`config.mk`:
```
export PLATFORM = sky130hd
export DESIGN_NAME = if_fetch_buffer
export DESIGN_NICKNAME = d
export VERILOG_FILES = /design/src/rtl/if_pkg.sv /design/src/rtl/if_fetch_buffer_sync_fifo.sv /design/src/rtl/if_fetch_buffer.sv
export SDC_FILE = /design/constraint.sdc
export NUM_CORES = 1
export LEC_CHECK = 0
export BUFFER_PORTS_ARGS = -buffer_cell sky130_fd_sc_hd__buf_2
export CAP_MARGIN = 0
export CELL_PAD_IN_SITES_DETAIL_PLACEMENT = 1
export CELL_PAD_IN_SITES_GLOBAL_PLACEMENT = 1
export CORE_MARGIN = 2
export CORE_UTILIZATION = 53
export DETAILED_ROUTE_END_ITERATION = 7
export HOLD_SLACK_MARGIN = 0.08
export PLACE_DENSITY_LB_ADDON = 0.1
export SYNTH_ARGS = -nofsm -noshare
export SYNTH_HDL_FRONTEND = slang
export SYNTH_HIERARCHICAL = 1
export SYNTH_SLANG_ARGS = --single-unit
```
`constraint.sdc`:
```
create_clock -name clk -period 8.2 [get_ports clk]
set_input_delay 1.23 -clock clk [delete_from_list [all_inputs] [get_ports clk]]
set_output_delay 1.23 -clock clk [all_outputs]
set_load 0.05 [all_outputs]
```
`src/rtl/if_pkg.sv`:
```
// Shared types and defaults for the instruction-fetch buffer.
package if_pkg;
  localparam int IF_WIDTH = 32;
  localparam int IF_DEPTH = 4;
  localparam int PTR_W    = $clog2(IF_DEPTH);

  typedef struct packed {
    logic [IF_WIDTH-1:0] pc;
    logic [IF_WIDTH-1:0] instr;
  } fetch_entry_t;
endpackage

```
`src/rtl/if_fetch_buffer_sync_fifo.sv`:
```
// Generic synchronous FIFO with flush; DEPTH must be a power of two so the
// pointers wrap naturally.
module sync_fifo #(
  parameter int W     = 64,
  parameter int DEPTH = 4
) (
  input  logic                       clk,
  input  logic                       rst,
  input  logic                       flush_i,
  input  logic                       push_i,
  input  logic                       pop_i,
  input  logic [W-1:0]               wdata_i,
  output logic [$clog2(DEPTH):0]     count_o,
  output logic [W-1:0]               head_o,
  output logic                       empty_o
);
  localparam int PW = $clog2(DEPTH);

  logic [W-1:0]  mem_q [DEPTH];
  logic [PW-1:0] rd_ptr_q, rd_ptr_d;
  logic [PW-1:0] wr_ptr_q, wr_ptr_d;
  logic [PW:0]   count_q, count_d;

  always_comb begin
    rd_ptr_d = rd_ptr_q;
    wr_ptr_d = wr_ptr_q;
    count_d  = count_q;
    if (push_i) wr_ptr_d = wr_ptr_q + PW'(1);
    if (pop_i)  rd_ptr_d = rd_ptr_q + PW'(1);
    case ({push_i, pop_i})
      2'b10:   count_d = count_q + (PW+1)'(1);
      2'b01:   count_d = count_q - (PW+1)'(1);
      default: count_d = count_q;
    endcase
  end

  always_ff @(posedge clk) begin
    if (rst || flush_i) begin
      rd_ptr_q <= '0;
      wr_ptr_q <= '0;
      count_q  <= '0;
    end else begin
      rd_ptr_q <= rd_ptr_d;
      wr_ptr_q <= wr_ptr_d;
      count_q  <= count_d;
    end
  end

  // Storage is not reset; stale words are hidden by the count.
  always_ff @(posedge clk) begin
    if (push_i) mem_q[wr_ptr_q] <= wdata_i;
  end

  assign count_o = count_q;
  assign head_o  = mem_q[rd_ptr_q];
  assign empty_o = (count_q == '0);
endmodule

```
`src/rtl/if_fetch_buffer.sv`:
```
// Fetch buffer: issues imem reads from the PC under a credit rule, pairs each
// returned word with its PC, and hands the pairs to decode via valid/ready.
module if_fetch_buffer
  import if_pkg::*;
#(
  parameter int               WIDTH    = IF_WIDTH,
  parameter int               DEPTH    = IF_DEPTH,
  parameter logic [WIDTH-1:0] RESET_PC = '0
) (
  input  logic             clk,
  input  logic             rst,
  input  logic [WIDTH-1:0] pc,
  output logic             pc_stall,
  input  logic             redirect,
  output logic             imem_rd_en,
  output logic [WIDTH-1:0] imem_addr,
  input  logic [WIDTH-1:0] imem_rdata,
  output logic             instr_valid,
  output logic [WIDTH-1:0] instr,
  output logic [WIDTH-1:0] instr_pc,
  input  logic             instr_ready
);
  localparam int PW = $clog2(DEPTH);
  localparam int EW = 2 * WIDTH;

  // Handshake: decode takes the head on any cycle where instr_valid and
  // instr_ready are both high and redirect is low; while instr_valid is high
  // and instr_ready is low the head (instr, instr_pc) holds stable.

  logic             inflight_q, inflight_d;
  logic             kill_q, kill_d;
  logic [WIDTH-1:0] pc_q, pc_d;
  logic [PW:0]      fifo_count;
  logic [PW+1:0]    credit_used;
  logic [EW-1:0]    fifo_head;
  logic             fifo_empty;
  logic             issue, push, pop;

  // Credit is taken against the registered count only: a pop this cycle does
  // not free a slot until the next cycle.
  assign credit_used = {1'b0, fifo_count} + {{(PW+1){1'b0}}, inflight_q};
  assign issue       = !rst && !redirect && (credit_used < (PW+2)'(DEPTH));

  assign imem_rd_en = issue;
  assign imem_addr  = pc;
  assign pc_stall   = !issue;

  assign push = inflight_q && !kill_q && !redirect;

  assign instr_valid = !fifo_empty;
  assign pop         = instr_valid && instr_ready && !redirect;
  assign instr_pc    = instr_valid ? fifo_head[EW-1:WIDTH] : '0;
  assign instr       = instr_valid ? fifo_head[WIDTH-1:0]  : '0;

  always_comb begin
    inflight_d = issue;
    kill_d     = redirect && inflight_q;
    pc_d       = issue ? pc : pc_q;
  end

  always_ff @(posedge clk) begin
    if (rst) begin
      inflight_q <= 1'b0;
      kill_q     <= 1'b0;
      pc_q       <= '0;
    end else begin
      inflight_q <= inflight_d;
      kill_q     <= kill_d;
      pc_q       <= pc_d;
    end
  end

  sync_fifo #(
    .W     (EW),
    .DEPTH (DEPTH)
  ) u_fifo (
    .clk     (clk),
    .rst     (rst),
    .flush_i (redirect),
    .push_i  (push),
    .pop_i   (pop),
    .wdata_i ({pc_q, imem_rdata}),
    .count_o (fifo_count),
    .head_o  (fifo_head),
    .empty_o (fifo_empty)
  );

  // Credit rule guarantees the FIFO can never overflow; the PC register is
  // expected to present RESET_PC on the first cycle out of reset.
  logic rst_q;
  always_ff @(posedge clk) begin
    rst_q <= rst;
    if (!rst) begin
      assert (fifo_count <= (PW+1)'(DEPTH));
      assert (!(push && fifo_count == (PW+1)'(DEPTH) && !pop));
      if (rst_q) assert (pc == RESET_PC);
    end
  end
endmodule

```
Yosys cells after proc, flatten, opt, wreduce, memory -nomap -nowiden --
Memories as Yosys holds them, arrays and structs flattened. A register that Yosys moved wholly into a read port is not among the register bits. Index checks and enable logic that the tools add are counted.
Storage, ports and cells: register bits 41, bits in writable memories 256, input port bits 68, output and inout port bits 99, word-level logic and storage cells 37, memories kept 1
Memory list:
- u_fifo.mem_q | words 4, width 64, read ports 1, clocked after memory_dff 1, write ports 1, line if_fetch_buffer_sync_fifo.sv:19 | logic [W-1:0] mem_q [DEPTH];
Cells by class: add/sub/neg operators 5, $lt $le $gt $ge 1, eq/ne operators 2, muxes and demuxes 7, reductions and logical operators 15
Operators by type and width (count):
- $mux W32 | 2
- $logic_and A1 B1 Y1 | 7
- $pmux W3 S2 | 1
- $logic_not A1 Y1 | 5
- $add A2 B1 Y2 const B | 2
- $add A3 B1 Y4 | 1
- $lt A4 B3 Y1 const B | 1
- $mux W2 | 2
- $add A3 B1 Y3 const B | 1
- $logic_not A3 Y1 | 1
- $sub A3 B1 Y3 const B | 1
- $eq A2 B1 Y1 const B | 1
- $eq A2 B2 Y1 const B | 1
- $mux W1 | 2
- $reduce_bool A2 Y1 | 1
- $logic_or A1 B1 Y1 | 1

Longest topological paths before layout --
Gate-level depths: netlist of the first run.
depth in word-level cells 6, gate-level depth with buffers 9, gate-level depth less buffers 8

Hierarchy --
The synthesis of the first run kept the hierarchy.
By module, submodules not included:
- sync_fifo | times used 1, cells each 381, area an instance 9744.3 µm², seq. area each 7867.5 µm²
- if_fetch_buffer | times used 1, cells each 223, area an instance 1971.9 µm², seq. area each 680.7 µm²

Least setup slack after synthesis of the first run --
OpenSTA, ideal clock, no wires.
path type in2reg, start point input redirect, end point memory u_fifo.mem_q[0][0] (enable), setup time 429 ps, data arrival time 3343 ps, required time 7771 ps, slack 4428 ps, stages 2, path buffers 0, cell sequence nor3b_1 -> and2_1
Between the ends: cells in the longest elaborated chain, start to end 4
RTL lines:
- start: declaration | line if_fetch_buffer.sv:14 | input logic redirect,
- $logic_not A1 Y1 | line if_fetch_buffer.sv:48 | assign push = inflight_q && !kill_q && !redirect;
- $logic_and A1 B1 Y1 | line if_fetch_buffer.sv:48
- $mux W1 | line if_fetch_buffer_sync_fifo.sv:51 | if (push_i) mem_q[wr_ptr_q] <= wdata_i;
- $mux W1 (not written as such) | line if_fetch_buffer_sync_fifo.sv:51
- end: declaration | line if_fetch_buffer_sync_fifo.sv:19
Every way passes these cells.

==> results.json, run 1 <==
{
  "numClockSinks": 299,
  "dp_hpwl_um": 13000,
  "syn_area_um2": 11700,
  "design.core.area_um2": 21800,
  "synth_top_area_share_pct": 65.6,
  "wl_um": 23800,
  "n_fill_cell": 1919,
  "skew_ns": 0.0129,
  "finalHoldViolCount": 0,
  "grt_first_pass_wirelength_um": 37300,
  "crit_slowest_cell": "dfxtp_4",
  "finalPower_w": 0.00326,
  "grtUsageTotal_pct": 20.6,
  "synth_edf_count": 256,
  "drtIter0Drc": 384,
  "antenna_found_initial": 0,
  "synth-async-reset-ratio_pct": 0,
  "path_cells": "buf_4 > mux4_1 > nor2b_1 > buf_2",
  "drive_above_1_share_pct": 40.3,
  "clk_pin_slew_ns": 0.06,
  "slew_headroom_pct": 27.7,
  "ir_worst_vdd_uv": 187,
  "cp.arrival_ns": 3.09,
  "cp_num_buf_inv": 2,
  "final_nets": 816,
  "vias_per_cell": 5.66,
  "cts-root-buf": "clkbuf_16",
  "critPathTopFamily": "buffers and inverters",
  "fp.dieW_um": 153,
  "ys_types": 33,
  "crit_type": "reg -> out",
  "die_area_um2": 23300,
  "timing.final.crit_share_pct": 52.6,
  "hp-class": "reg -> reg",
  "finalCriticalPeriod_ns": 4.32,
  "synth.largest_area_cell": "edfxtp_1",
  "cts-buffers-inserted": 30,
  "cts_tree": "done",
  "portBuffers": 166,
  "synth_flop_cell": "edfxtp_1",
  "post_cts_buffers": 0,
  "required_ns": 6.97,
  "cap_violations": 0,
  "synth-seq-cells": 299,
  "clock_latency_ns": 0.54,
  "vias": 5920,
  "post_cts_resize_count": 0,
  "num_rows": 54,
  "route.detailed.drc": 0,
  "io_pins": 167,
  "tightest_slew_ns": 1.08,
  "grt_max_degree": 65,
  "leakagePower_nw": 4.84,
  "diodes": 0,
  "grt_pass1_vias": 6453,
  "drt_first_pass_iters": 4,
  "wire_per_inst_um": 22.8,
  "die_y_um": 153,
  "syn-num-nets": 678,
  "cpPeakStageDelay_ns": 0.74,
  "ant_nets": 0,
  "p_per_area_nw_per_um2": 241,
  "gp_congestion": 0.679,
  "syn_to_final_growth_pct": 15.2,
  "synth_seq_area_share_pct": 73.0,
  "overflow": 0,
  "ctsHoldBuffers": 0,
  "syn_avg_cell_area_um2": 19.4,
  "slew_violations": 0,
  "instances_no_fill": 1046,
  "setup_viol": 0,
  "initial_utilization_pct": 53.9,
  "crit_path_max_fanout": 36,
  "status": "completed",
  "grt_setup_unrepaired": "no",
  "cts.htree.levels": 1,
  "fmax_mhz": 232,
  "synth_warnings": 6,
  "setup_total_negative_slack_ns": 0,
  "synth_area_leaders": "edfxtp_1, mux4_2, dfxtp_1, nor2b_1, buf_4",
  "synth_cells": 604,
  "crit_path_start_kind": "flop",
  "endpoint_kind": "output port",
  "dp.cells": 990,
  "clk_path_buf_depth": 3
}
[through the flow]
step	cell area [µm²]	setup slack [ns]	util [%]	hold slack (ns)
detailed placement	12500	4.31	57.3	0.493
global placement	12500	4.33	57.3	0.467
CTS	13500	3.75	62.0	0.504
floorplan	11700	4.43	-	0.460
finish	13500	3.88	62.0	0.500
global route	13500	3.65	62.0	0.526
[path summary, 6_finish.rpt]
| kind | start | end | slack [ns] | cells after the start |
|---|---|---|---|---|
| max reg2reg | u_fifo/count_o[2] | u_fifo/count_o[2] | 5.51 | 9 |
| min | pc_q[7] | u_fifo/mem_q[0][39] | 0.50 | 0 |
| max | flop | instr_pc[31] | 3.88 | 4 |
| min reg2reg | pc_q[7] | u_fifo/mem_q[0][39] | 0.50 | 0 |
[kinds of logic after synthesis]
family	after synthesis	synth area share, %
xor+xnor	5	0.374
buf+inv	76	4.66
fa+ha+maj	6	0.705
mux	65	12.5
compound gates	35	2.52
simple gates	118	6.27
flops	299	73.0
[cell usage after synthesis, drive strengths merged, types with 2 or more instances]
cell and number:
and2 4, inv 10, buf 48, a21oi 2, nand2 2, xor2 3
dfxtp 43, a31o 32, clkbuf 18, nor2b 64, xnor2 2, mux4 64
nor3b 2, nor2 8, ha 5, nor3 2, and3 33, edfxtp 256
[routing by layer]
layer	GRT usage [%]	vias to the layer above	routed length, µm
li1	-	2614	-
met1	27.4	3083	9770
met2	35.9	199	12400
met3	3.73	24	1420
met4	4.45	0	255
met5	0	-	0
[final cells by class]
cell class / count / area (µm²) / share of cell area (%)
Multi-Input combinational cell: 229 / 2640 / 19.5
Timing Repair Buffer: 172 / 876 / 6.49
Inverter: 10 / 37.5 / 0.278
Clock buffer: 42 / 867 / 6.42
Sequential cell: 299 / 8560 / 63.4
Tap cell: 280 / 350 / 2.60
Clock inverter: 14 / 175 / 1.30
[layout by cell type (no fill, tap or decap), types with 2 or more instances in the layout]
cell       Yosys  routed
a21oi_1        2       2
a31o_1        16      16
a31o_2        16      16
and2_4         0       4
and3_1        30      30
and3_2         3       3
buf_2          6     166
buf_4         32       6
bufinv_16      0       4
clkbuf_1      14       6
clkbuf_16      0      31
clkbuf_8       0       5
clkinv_1       0       2
clkinv_2       0       6
clkinv_4       0       2
dfxtp_1       43      41
dfxtp_4        0       2
edfxtp_1     256     256
ha_1           5       5
inv_1         10      10
mux4_1         4       4
mux4_2        60      60
nor2_1         8       8
nor2b_1       64      64
nor3b_1        2       2
xnor2_1        2       2
xor2_1         3       3
[worst register-to-register path, cell delays in order (launching register included)]
cell	delay [ns]
dfxtp_1	0.43
nor3_2	0.07
buf_4	0.31
nor3b_1	0.51
ha_1	0.27
inv_1	0.06
fa_1	0.37
xor2_1	0.16
or3_1	0.30
a21oi_1	0.15
[sequential cells by signal, summed over array words and instances, names as in the netlist, named ones only]
signal and flops:
kill_q 1, u_fifo/mem_q 256, u_fifo/rd_ptr_q 2, u_fifo/count_o 3, inflight_q 1, u_fifo/wr_ptr_q 2, pc_q 32
[power by group]
group / internal (W) / switching [W]
Sequential: 0.00168 / 0.0000175
Combinational: 0.0000492 / 0.000101
Clock: 0.000861 / 0.000549
Total: 0.00259 / 0.000668
Power figures use the tool's default switching activity.
==> inputs of run 2 (changes only) <==
CORE_UTILIZATION = 49   (was 53)
clock period = 4.4 ns   (was 8.2 ns; I/O delays follow)
==> run 2 against run 1 <==
Power is 81% higher; largest power group unchanged; clock power is 74% higher; highest routed layer unchanged; via count is 1.3% lower; global-route usage is 1.9 points lower; combinational power is 85% higher; first-iteration DRC count is 24% lower; non-clock buffer count stayed put; critical path depth stayed put; sequential power is 87% higher; cell area is 0.26% lower; cell count is 3.7% higher; clock skew is 0.0020 ns higher.
==> results.json, run 2 (synthesized netlist as in run 1, its figures left out) <==
{
  "status": "completed",
  "fmax_mhz": 297,
  "hp-class": "in -> reg",
  "final_nets": 815,
  "ff2ff_setup_slack_ns": 1.89,
  "required_ns": 3.74,
  "antenna_found_initial": 1,
  "drt_first_pass_iters": 5,
  "cpPeakStageDelay_ns": 0.85,
  "mostFrequentLayoutCells": "edfxtp_1, buf_2, nor2b_1, mux4_2, dfxtp_1",
  "ant_nets": 0,
  "post_cts_buffers": 0,
  "r2r_cells": 2,
  "final_area_um2": 13500,
  "crit_path_max_fanout": 37,
  "path_cells": "buf_4 > mux4_2 > nor2b_1 > buf_2",
  "clk_path_buf_depth": 3,
  "cts-root-buf": "clkbuf_16",
  "grt_max_degree": 66,
  "cts.htree.levels": 1,
  "drtIter0Drc": 292,
  "final_common_cell": "edfxtp_1",
  "cap_violations": 0,
  "r2r-start": "inflight_q",
  "leakagePower_nw": 4.79,
  "dp_hpwl_um": 13300,
  "vias_per_cell": 5.39,
  "min_from": "imem_rdata[3]",
  "skew_ns": 0.0149,
  "grt_pass1_vias": 6269,
  "wire_per_inst_um": 21.5,
  "finalHoldViolCount": 0,
  "post_cts_resize_count": 0,
  "tightest_slew_ns": 1.33,
  "fp.dieW_um": 159,
  "clock_latency_ns": 0.54,
  "grt_first_pass_wirelength_um": 35200,
  "largest_reg_flops": 256,
  "dpl_cell_area_um2": 12500,
  "holdPathStages": 1,
  "clk_pin_slew_ns": 0.06,
  "crit_type": "reg -> out",
  "crit_slowest_cell": "dfxtp_4",
  "portBuffers": 166,
  "p_per_area_nw_per_um2": 437,
  "route.detailed.drc": 0,
  "gp_congestion": 0.708,
  "design.core.area_um2": 23500,
  "dp.cells": 1029,
  "syn_to_final_growth_pct": 14.9,
  "die_y_um": 159,
  "io_pins": 167,
  "initial_utilization_pct": 49.9,
  "crit_path_start_kind": "flop",
  "num_rows": 56,
  "vias": 5845,
  "slew_violations": 0,
  "regArea_um2": 8560,
  "cts_tree": "done",
  "setup_viol": 0,
  "largest-register": "u_fifo/mem_q",
  "numClockSinks": 299,
  "ir_worst_vdd_uv": 292,
  "r2r_end": "u_fifo/mem_q[2][43]",
  "ctsHoldBuffers": 0,
  "slew_headroom_pct": 11.5,
  "die_area_um2": 25200,
  "drive_above_1_share_pct": 39.8,
  "multi_input_area_um2": 2640,
  "wl_um": 23400,
  "finalCriticalPeriod_ns": 3.37,
  "instances_no_fill": 1085,
  "timing.final.crit_share_pct": 76.6,
  "grt_setup_unrepaired": "no",
  "setup_total_negative_slack_ns": 0,
  "cts-buffers-inserted": 29,
  "overflow": 0,
  "n_fill_cell": 2156,
  "hold_end": "u_fifo/mem_q[1][3]",
  "grtUsageTotal_pct": 18.7,
  "endpoint_kind": "output port",
  "cp.arrival_ns": 2.71
}
-- run 2: through the flow --
| step | power (W) | hold slack [ns] | worst slack, ns | util, % |
|---|---|---|---|---|
| after global placement | 0.00349 | 0.470 | 1.51 | 53.3 |
| after global routing | 0.00607 | 0.313 | 0.812 | 57.4 |
| after floorplan | 0.00342 | 0.460 | 1.20 | - |
| after detailed placement | 0.00350 | 0.500 | 1.39 | 53.3 |
| after CTS | 0.00595 | 0.305 | 0.924 | 57.3 |
| final | 0.00589 | 0.326 | 1.03 | 57.4 |
-- run 2: worst max-delay path, delay by kind of cell, from the launching register on --
kind                   cells  cell delay, ns
flip-flops                 1            0.85
buffers and inverters      2            0.63
multiplexers               1            0.54
AND/OR/NAND/NOR            1            0.15
-- run 2: power breakdown --
part | total, W | switching (W) | internal, W | leakage (nW)
registers | 0.00316 | 0.0000332 | 0.00313 | 2.69
clock network | 0.00245 | 0.000993 | 0.00146 | 0.467
logic | 0.000278 | 0.000187 | 0.0000910 | 1.63
-- run 2: layout make-up --
type	instances	area share [%]
diodes	2	0.0372
clock buffers	41	6.02
clock inverters	13	1.06
inverters	10	0.279
multi-input cells	229	19.6
flip-flops and latches	299	63.5
well taps	319	2.96
repair buffers	172	6.50
-- run 2: worst max path at each step --
stage	slack [ns]	end	depth (start not counted)
4_1_cts	0.92	instr[28]	4
3_5_place_dp	1.39	u_fifo/mem_q[1][49]	3
6_report	1.03	instr[25]	4
2_1_floorplan	1.20	u_fifo/mem_q[0][0]	2
3_3_place_gp	1.51	instr[28]	4
5_1_grt	0.81	instr[23]	4
-- run 2: routing by layer --
metal / wire length [µm] / global-route usage (%) / up-vias
met5: 0 / 0 / -
met4: 426 / 5.06 / 0
met3: 1270 / 2.75 / 31
met2: 11900 / 32.7 / 181
met1: 9770 / 24.7 / 3020
li1: - / - / 2613
